**config.mk**
```make
export PLATFORM = sky130hd
export DESIGN_NAME = replacer_cnt_sched
export DESIGN_NICKNAME = d
export VERILOG_FILES = /design/src/rtl/replacer_cnt_sched.sv
export SDC_FILE = /design/constraint.sdc
export NUM_CORES = 1
export LEC_CHECK = 0
export CORE_UTILIZATION = 40
export CTS_BUF_LIST = sky130_fd_sc_hd__clkbuf_16
export DETAILED_ROUTE_END_ITERATION = 7
export PLACE_DENSITY = 0.79
export SYNTH_ARGS = -nofsm -noshare
export SYNTH_HDL_FRONTEND = slang
export SYNTH_SLANG_ARGS = --single-unit
```
**constraint.sdc**
```tcl
create_clock -name clk -period 6.56 [get_ports clk]
set_input_delay 0.984 -clock clk [delete_from_list [all_inputs] [get_ports clk]]
set_output_delay 0.984 -clock clk [all_outputs]
set_load 0.01 [all_outputs]
```
**src/rtl/replacer_cnt_sched.sv**
```systemverilog
// Shares the count-token FIFO between two producers, one frame at a time, with round-robin grant.
// Grant lands one cycle after valid. A write follows each accepted token by one cycle, and cnt_afull gates req_ready combinationally.
module replacer_cnt_sched #(
    parameter int BT_W = 16
) (
    input  logic            clk,
    input  logic            rst,
    input  logic            clk_en,
    input  logic [1:0]      req_valid,
    input  logic [7:0]      req_cnt0,
    input  logic [7:0]      req_cnt1,
    input  logic [1:0]      req_last,
    input  logic [1:0]      req_sign,
    output logic [1:0]      req_ready,
    input  logic            cnt_afull,
    output logic [7:0]      cnt_out,
    output logic            cnt_wr,
    output logic            last_sign_out,
    output logic [1:0]      grant,
    output logic            busy,
    output logic            frame_done,
    output logic [BT_W-1:0] bit_total,
    output logic            err_sat
);

    typedef enum logic {IDLE, LOCK} state_t;

    state_t          state_q, state_d;
    logic            gnt_idx_q, gnt_idx_d;
    logic            rr_ptr_q, rr_ptr_d;
    logic            sign_q, sign_d;
    logic            err_sat_q, err_sat_d;
    logic            cnt_wr_q, cnt_wr_d;
    logic            frame_done_q, frame_done_d;
    logic [7:0]      cnt_out_q, cnt_out_d;
    logic [BT_W-1:0] bit_total_q, bit_total_d;

    logic            winner;
    logic            xfer;
    logic [7:0]      tok_g;
    logic [7:0]      tok_bits;
    logic [BT_W:0]   sum_ext;

    always_comb begin
        winner   = req_valid[rr_ptr_q] ? rr_ptr_q : ~rr_ptr_q;
        tok_g    = gnt_idx_q ? req_cnt1 : req_cnt0;
        // An extend flag counts as one extra payload bit on top of the run length.
        tok_bits = {1'b0, tok_g[6:0]} + {7'b0, tok_g[7]};
        sum_ext  = {1'b0, bit_total_q} + (BT_W+1)'(tok_bits);

        req_ready = 2'b00;
        if (state_q == LOCK && clk_en && !cnt_afull) begin
            req_ready[gnt_idx_q] = 1'b1;
        end
        xfer = req_valid[gnt_idx_q] & req_ready[gnt_idx_q];
    end

    always_comb begin
        state_d      = state_q;
        gnt_idx_d    = gnt_idx_q;
        rr_ptr_d     = rr_ptr_q;
        sign_d       = sign_q;
        err_sat_d    = err_sat_q;
        cnt_out_d    = cnt_out_q;
        bit_total_d  = bit_total_q;
        cnt_wr_d     = 1'b0;
        frame_done_d = 1'b0;

        case (state_q)
            IDLE: begin
                if (|req_valid) begin
                    state_d     = LOCK;
                    gnt_idx_d   = winner;
                    sign_d      = req_sign[winner];
                    bit_total_d = '0;
                end
            end
            LOCK: begin
                if (xfer) begin
                    cnt_out_d = tok_g;
                    cnt_wr_d  = 1'b1;
                    if (sum_ext[BT_W]) begin
                        bit_total_d = '1;
                        err_sat_d   = 1'b1;
                    end else begin
                        bit_total_d = sum_ext[BT_W-1:0];
                    end
                    if (req_last[gnt_idx_q]) begin
                        state_d      = IDLE;
                        rr_ptr_d     = ~gnt_idx_q;
                        frame_done_d = 1'b1;
                    end
                end
            end
            default: state_d = IDLE;
        endcase
    end

    always_ff @(posedge clk) begin
        if (!rst) begin
            state_q      <= IDLE;
            gnt_idx_q    <= 1'b0;
            rr_ptr_q     <= 1'b0;
            sign_q       <= 1'b0;
            err_sat_q    <= 1'b0;
            cnt_wr_q     <= 1'b0;
            frame_done_q <= 1'b0;
            cnt_out_q    <= 8'h00;
            bit_total_q  <= '0;
        end else if (clk_en) begin
            state_q      <= state_d;
            gnt_idx_q    <= gnt_idx_d;
            rr_ptr_q     <= rr_ptr_d;
            sign_q       <= sign_d;
            err_sat_q    <= err_sat_d;
            cnt_wr_q     <= cnt_wr_d;
            frame_done_q <= frame_done_d;
            cnt_out_q    <= cnt_out_d;
            bit_total_q  <= bit_total_d;
        end
    end

    // Strobes are frozen along with the state while clk_en is low; masking them
    // keeps a pending write from repeating and lets it drain once enabled.
    assign cnt_wr        = cnt_wr_q & clk_en;
    assign frame_done    = frame_done_q & clk_en;
    assign cnt_out       = cnt_out_q;
    assign busy          = (state_q == LOCK);
    assign grant         = busy ? (gnt_idx_q ? 2'b10 : 2'b01) : 2'b00;
    assign last_sign_out = sign_q;
    assign bit_total     = bit_total_q;
    assign err_sat       = err_sat_q;

endmodule

```
==> impl_metrics.tcl, run 1 <==
set metrics [dict create \
    ctsResizeCount 0 \
    die_h_um 69.6 \
    n_fill_cell 396 \
    wire_per_inst_um 15.1 \
    track_usage 0.209 \
    slowest_delay_ns 0.44 \
    tritoncts "built" \
    num_vias 1874 \
    num_rows 24 \
    cap_viol_max_count 0 \
    cts_hold_buf 0 \
    reg2regPathDepth 8 \
    power.leakage_nw 0.945 \
    antenna_cells 0 \
    clkLatencyLatePin_ns 0.28 \
    final_cells 326 \
    dieWidth_um 69.6 \
    grt_pass1_wl_um 8220 \
    numCtsBuffers 5 \
    required_ns 6.73 \
    tns_ns 0 \
    max-clock-path-buffers 2 \
    avgViaCountPerCell 5.75 \
    r2r_slack_ns 3.07 \
    fin_nets 307 \
    ys_seq_area_frac 0.339 \
    slew_viol_final 0 \
    htree_num_levels 2 \
    critical_path.top_delay_family "compound AO/OA/AOI/OAI gates" \
    crit_slowest_cell "fa_1" \
    antenna_found_initial 0 \
    cp-endpoint "bit_total[13]" \
    setup.worst_path.start_class "input pin" \
    synth_cells 218 \
    layout_commonest_cell "clkdlybuf4s50_1" \
    drt-total-wl_um 4930 \
    r2r-end "bit_total[13]" \
    path_cells "clkdlybuf4s50_1 > mux2_2 > fa_1 > fa_1 > a21o_1 > a221oi_2 > o21ai_2 > and4_4 > a211o_1" \
    clkSlewWorstSetupHoldPaths_ns 0.05 \
    first_global_vias 1770 \
    placedCellCount 318 \
    endpoint_kind "register" \
    synth_edf_count 0 \
    yosys_warnings 0 \
    syn_nets 252 \
    cts.sinks 31 \
    drive_gt1_frac 0.102 \
    powerDensity_mw_per_mm2 205 \
    tightest_slew_ns 0.775 \
    cpMostUsedCell "fa_1" \
    area_delta_synth_final_pct 41.8 \
    ys.flop_type "dfxtp_1" \
    crit_fanout 10 \
    synth_seq_cells 31 \
    post-cts-setup-buffers 0 \
    crit_buf_inv 1 \
    antenna_left 0 \
    grt_max_degree 29 \
    path_class "in -> reg" \
    cts-root-buf "clkbuf_16" \
    max_freq_mhz 269 \
    ir_drop_v 0.000108 \
    timing.final.hold_violations 0 \
    avgSynthCellArea_um2 8.39 \
    status "complete, no violations" \
    slew_headroom 0.481 \
    cp.depth 9 \
    dp_hpwl_um 3360 \
    grt_overflow 0 \
    place.gp.congestion 0.789 \
    async_flop_share 0 \
    fin_util 0.592 \
    critPathLaunch "req_cnt0[0]" \
    synth_cell_types 50 \
    clock_skew_ns 0.00292 \
    whs_ns 0.453 \
    period_share 0.566 \
    hold_class "reg -> reg" \
    r2r_start "gnt_idx_q" \
    syn_area_mm2 0.00183 \
    final_cell_mix "clkdlybuf4s50_1, nand2_1, dfxtp_1" \
    firstDrtPassIters 4 \
    coreArea_mm2 0.00438 \
    finalSetupViolations 0 \
    period_minus_slack_ns 3.71 \
    start_util 0.417 \
    die_area_mm2 0.00485 \
    cp_data_arrival_time_ns 3.88 \
    rsz0062_at_grt "false" \
    post-route-drc-count 0 \
    drt_iter0_drc 87 \
    portBuffers 58 \
    num_io_pins 59 \
]
## worst register-to-register path: stages (launching register included)
cell and delay (ns):
dfxtp_1 0.73, mux2_2 0.45, fa_1 0.44, fa_1 0.41, a21o_1 0.22, a221oi_2 0.38, o21ai_2 0.23, and4_4 0.23
a211o_1 0.28
## worst min-delay path by stage
stage                       endpoint  startpoint  slack, ns  cells past startpoint
after global routing      cnt_out[3]  cnt_out[3]       0.47                      2
after CTS                 cnt_out[7]  cnt_out[7]       0.45                      2
after detailed placement  cnt_out[7]  cnt_out[7]       0.45                      2
final                     cnt_out[3]  cnt_out[3]       0.45                      2
after global placement    cnt_out[5]  cnt_out[5]       0.44                      2
after floorplan             cnt_wr_q    cnt_wr_q       0.45                      2
## through the flow
step / instance area, µm² / setup slack (ns) / power, W
after global placement: 2430 / 2.68 / 0.000272
after floorplan: 1830 / 3.21 / 0.000243
after CTS: 2590 / 2.87 / 0.000534
final: 2590 / 2.85 / 0.000533
after global routing: 2590 / 2.73 / 0.000551
after detailed placement: 2430 / 2.59 / 0.000273
## power by group
group / switching [W] / total, W / internal, W / leakage, nW
registers: 0.00000468 / 0.000197 / 0.000192 / 0.251
clock network: 0.0000854 / 0.000262 / 0.000177 / 0.0812
logic: 0.0000356 / 0.0000737 / 0.0000381 / 0.613
## logic make-up after synthesis
logic type	after synthesis	share of synthesized area
AO/OA/AOI/OAI	63	0.220
XOR/XNOR	5	0.0239
adder cells (fa/ha/maj)	8	0.0629
buffers and inverters	17	0.0410
flip-flops	31	0.339
multiplexers	14	0.0875
AND/OR/NAND/NOR	80	0.225
## registers in the layout, summed over array words and instances, names as in the netlist
name,cells
last_sign_out,1
cnt_out,8
busy,1
gnt_idx_q,1
rr_ptr_q,1
frame_done_q,1
err_sat,1
bit_total,16
cnt_wr_q,1
## Yosys cell counts (all sizes together), types with 2 or more instances
master | count | share of area
and3 | 2 | 0.0068
ha | 6 | 0.041
dfxtp | 31 | 0.34
mux2 | 10 | 0.064
inv | 6 | 0.012
a21o | 2 | 0.0082
clkbuf | 7 | 0.014
fa | 2 | 0.022
and2 | 3 | 0.010
xnor2 | 2 | 0.0096
xor2 | 3 | 0.014
o21ai | 7 | 0.021
a21oi | 27 | 0.076
a22oi | 7 | 0.029
o211ai | 2 | 0.0082
mux2i | 4 | 0.024
or3 | 2 | 0.0068
nor4 | 4 | 0.022
a211oi | 5 | 0.021
nand4 | 4 | 0.017
and4 | 3 | 0.016
nand3 | 7 | 0.022
buf | 4 | 0.014
nor3 | 2 | 0.0055
nand2 | 31 | 0.064
a31oi | 5 | 0.017
nor2 | 18 | 0.037
## layer usage
metal,vias up,track usage,wire [µm]
li1,906,-,-
met1,895,0.252,2070
met2,64,0.360,2470
met3,9,0.0480,296
met4,0,0.0800,95
met5,-,0,0
## final cells by class
| class | count | area [µm²] | area share |
|---|---|---|---|
| sequential | 31 | 621 | 0.239 |
| tap | 52 | 65.1 | 0.0251 |
| multi-input combinational | 170 | 1130 | 0.437 |
| timing repair buffer | 59 | 588 | 0.227 |
| inverter | 6 | 22.5 | 0.00868 |
| clock buffer | 5 | 125 | 0.0482 |
| clock inverter | 3 | 38.8 | 0.0150 |
Note: power is estimated with default switching activity, not from simulation.
==> run 2, diff against run 1 <==
- PLACE_DENSITY: 0.79 -> 0.82
- clock period: 6.56 -> 3.1 ns (I/O delays scaled with it)
==> impl_metrics.tcl, run 2 (same netlist as run 1, synthesis figures left out) <==
set metrics [dict create \
    status "complete, no violations" \
    crit_slowest_cell "fa_1" \
    setup.worst_path.start_class "input pin" \
    period_share 0.970 \
    slew_viol_final 0 \
    antenna_left 0 \
    tightest_slew_ns 0.771 \
    grt_max_degree 29 \
    largest_register_ffs 16 \
    die_area_mm2 0.00485 \
    area_delta_synth_final_pct 43.6 \
    first_global_vias 1836 \
    cts-root-buf "clkbuf_16" \
    crit_fanout 9 \
    fin_util 0.599 \
    clkSlewWorstSetupHoldPaths_ns 0.05 \
    cpMostUsedCell "fa_1" \
    slowest_delay_ns 0.44 \
    finalSetupViolations 0 \
    numCtsBuffers 5 \
    path_class "in -> reg" \
    grt_pass1_wl_um 8360 \
    max_freq_mhz 332 \
    period_minus_slack_ns 3.01 \
    dp_slack_ns -0.295 \
    powerDensity_mw_per_mm2 394 \
    critPathLaunch "req_cnt0[0]" \
    hold_class "reg -> reg" \
    post-route-drc-count 0 \
    drt-total-wl_um 5000 \
    die_h_um 69.6 \
    ir_drop_v 0.000248 \
    cts.sinks 31 \
    cp_data_arrival_time_ns 3.17 \
    r2r_start "gnt_idx_q" \
    tns_ns 0 \
    power.leakage_nw 0.961 \
    timing.final.hold_violations 0 \
    critical_path.top_delay_family "compound AO/OA/AOI/OAI gates" \
    firstDrtPassIters 5 \
    drt_iter0_drc 116 \
    avgViaCountPerCell 5.75 \
    portBuffers 58 \
    htree_num_levels 2 \
    antenna_found_initial 0 \
    dp_hpwl_um 3510 \
    n_fill_cell 399 \
    clock_skew_ns 0.00733 \
    cap_viol_max_count 0 \
    max-clock-path-buffers 2 \
    num_rows 24 \
    grt_overflow 0 \
    wire_per_inst_um 15.1 \
    dieWidth_um 69.6 \
    layout_commonest_cell "clkdlybuf4s50_1" \
    antenna_cells 0 \
    setup_ws_ns 0.0915 \
    required_ns 3.27 \
    tritoncts "built" \
    clkLatencyLatePin_ns 0.28 \
    final_cells 331 \
    place.gp.congestion 0.844 \
    placedCellCount 323 \
    fin_nets 313 \
    start_util 0.417 \
    power_w 0.00104 \
    path_cells "clkdlybuf4s50_1 > mux2_2 > fa_1 > fa_1 > a21o_1 > a221oi_4 > o21ai_4 > and4_4 > a211o_1" \
    final_cell_mix "clkdlybuf4s50_1, nand2_1, dfxtp_1" \
    drive_gt1_frac 0.118 \
    endpoint_kind "register" \
    hold_path_startpoint "cnt_out[5]" \
    track_usage 0.216 \
    slew_headroom 0.484 \
    coreArea_mm2 0.00438 \
    crit_buf_inv 1 \
    num_io_pins 59 \
    num_vias 1904 \
]
==> run 2: cell count changes in the layout (fill, tap and decap cells not counted) <==
cell,delta
o21ai_4,+1
o21ai_2,-1
a221oi_2,-1
bufinv_16,-1
a221oi_4,+1
buf_4,+6
==> run 2: layout make-up <==
type	instances	area, µm²	share of cell area
Clock buffer	5	125	0.0476
Clock inverter	2	8.76	0.00333
Inverter	6	22.5	0.00857
Multi-Input combinational cell	170	1150	0.439
Sequential cell	31	621	0.236
Tap cell	52	65.1	0.0248
Timing Repair Buffer	65	633	0.241
==> run 2: layer usage <==
layer	vias to the layer above	GRT usage	wire length, µm
met5	-	0	0
li1	923	-	-
met3	14	0.0581	331
met4	0	0.100	127
met1	896	0.258	2090
met2	71	0.359	2450
==> run 2: repair_timing <==
item	in CTS	in global routing
hold endpoints to repair	0	0
hold buffers	0	0
setup buffers	0	1
endpoints found under the setup margin	1	1
pin swaps	0	2
gates resized for setup	1	1
==> run 2: worst reg2reg max path: stages (launching register included) <==
cell and delay, ns:
dfxtp_1 0.43, mux2_2 0.40, fa_1 0.44, fa_1 0.40
a21o_1 0.23, a221oi_4 0.32, o21ai_4 0.14, and4_4 0.20
a211o_1 0.28
==> run 2: path summary, 6_finish.rpt <==
path                        end  slack, ns  depth (start not counted)
setup / recovery  bit_total[13]       0.09                          9
setup reg to reg  bit_total[13]       0.15                          8
hold reg to reg      cnt_out[5]       0.46                          2
hold / removal       cnt_out[5]       0.46                          2
==> run 2: report_power, final <==
group | switching [W] | internal (W)
clock network | 0.000168 | 0.000288
registers | 0.00000756 | 0.000407
logic | 0.0000802 | 0.0000856
==> run 2: per-stage QoR <==
| stage | hold WS, ns | cell area (µm²) |
|---|---|---|
| finish | 0.457 | 2630 |
| global route | 0.483 | 2630 |
| CTS | 0.459 | 2610 |
| detailed placement | 0.452 | 2470 |
| global placement | 0.442 | 2470 |
| floorplan | 0.453 | 1830 |
==> variant, RTL diff (config.mk and constraints of run 2) <==
Set the parameter `BT_W` to 32 (it was 16).
--- a/src/rtl/replacer_cnt_sched.sv
+++ b/src/rtl/replacer_cnt_sched.sv
@@ -1,7 +1,7 @@
 // Shares the count-token FIFO between two producers, one frame at a time, with round-robin grant.
 // Grant lands one cycle after valid. A write follows each accepted token by one cycle, and cnt_afull gates req_ready combinationally.
 module replacer_cnt_sched #(
-    parameter int BT_W = 16
+    parameter int BT_W = 32
 ) (
     input  logic            clk,
     input  logic            rst,
Ports: changed (resized bit_total); port bits go from 59 to 75. No check against the original RTL was run, so the function may have changed too.
==> variant against run 2 <==
- area after synthesis up 64%
- via count up 73%
- setup slack better by 0.030 ns
- final area up 58%
- wire length up 85%
- clock skew down 0.0032 ns
- register-to-register slack better by 0.04 ns
- fmax up 1.0%
- non-clock buffer count up 38
- core utilization down 2.8 points
- total power up 29%
- sequential cell count up 16
==> variant: results (changes against run 2) <==
| Metric | Value |
|---|---|
| Min-delay src | cnt_out[4] |
| Largest register FFs | 32 (+16) |
| Worst Hold End | cnt_out[4] |
| Worst EP arrival | 3.16 ns (about the same) |
| Via density | 6.04 (+5.0%) |
| Vias in the first global route | 3037 (+65%) |
| GP Congestion | 0.933 (+10%) |
| HPWL Detailed | 6540 µm (+87%) |
| Synth Area in Compound Gates | 0.304 (+0.0836) |
| Number of port buffers | 74 (+28%) |
| Synth top area cells | dfxtp_1, nand2_1, a21oi_1, mux2_2, nor2_1 |
| Tot GR Track Use | 0.235 (+0.0194) |
| Clock skew | 0.00417 ns (-0.00317 ns) |
| Worst slack, placed | -0.272 ns (+0.0224 ns) |
| Library cells used by synthesis | 73 (+46%) |
| Reg-to-reg endpoint | err_sat |
| Leak pwr | 0.00144 µW (+50%) |
| Switching Share | 0.254 (+0.00758) |
| Commonest cells in the netlist | dfxtp_1, nand2_1, a21oi_1, nor2_1, o21ai_0 |
| DP Area | 0.00398 mm² (+61%) |
| R2R depth | 9 (+1) |
| Outcome | completed |
| Worst Setup EP | bit_total[20] |
| Final Net Count | 481 (+54%) |
| Post-Synth Adder-Cell Area | 0.0383 (-0.0246) |
| Largest net degree at the start of global routing | 36 (+24%) |
| Layout fillers | 658 (+65%) |
| Max rail drop VDD | 0.191 mV (-23%) |
| First DRT Iteration DRCs | 234 (+100%) |
| Net Count, Synth | 392 (+56%) |
| R2R Setup Slk | 0.19 ns (+0.04 ns) |
| Post-Synth XOR/XNOR Area | 0.00584 (-0.0181) |
| Final worst path period share | 0.961 (-0.00956) |
| First-pass GRT wire length | 14400 µm (+72%) |
[variant: layout make-up]
type | instances | area (µm²) | area share
Multi-Input combinational cell | 282 | 1930 | 0.465
Timing Repair Buffer | 103 | 983 | 0.237
Sequential cell | 47 | 941 | 0.227
Clock buffer | 5 | 125 | 0.0302
Tap cell | 99 | 124 | 0.0299
Inverter | 8 | 30.0 | 0.00725
Clock inverter | 3 | 12.5 | 0.00302
[variant: power groups by stage]
stage               Sequential [µW]  Clock [µW]  Combinational (µW)
finish                          616         522                 203
CTS                             616         533                 196
global placement                629           0                 191
global route                    617         554                 217
floorplan                       630           0                 108
detailed placement              630           0                 195
[variant: what timing repair did]
action	4_1_cts	5_1_grt
resized for setup	0	7
endpoints found under the setup margin	0	28
setup buffers	0	0
[variant: cell families (layout without fill, tap and decap cells)]
family	count (synthesis)	in the layout
and+or+nand+nor	130	130
buffers and inverters	29	119
muxes	16	16
xor gates and xnor gates	2	2
DFF	47	47
AOI/OAI and AO/OA	126	126
adders and majority gates	8	8
[variant: per-stage QoR]
step                cells  TNS, ns  hold WS, ns   util
finish                547        0        0.461  0.571
global route          547  -0.0358        0.480  0.571
CTS                   547        0        0.463  0.568
detailed placement    539    -6.06        0.455  0.549
global placement      539    -4.67        0.442  0.549
floorplan             358        0        0.439      -
[variant: worst register-to-register path, stage by stage (launching register included)]
cell	delay (ns)
dfxtp_1	0.40
buf_4	0.18
mux2_2	0.36
ha_1	0.33
nand2_1	0.20
a211oi_2	0.40
nand3_1	0.15
nor2_1	0.53
buf_4	0.21
o21a_1	0.10
[variant: per-layer routing]
metal	wire length (µm)	part of all wire	global-route usage	vias up
met3	725	0.079	0.0522	21
met2	4380	0.47	0.378	163
li1	-	-	-	1539
met4	182	0.020	0.0880	0
met1	3940	0.43	0.308	1580
met5	0	0	0	-
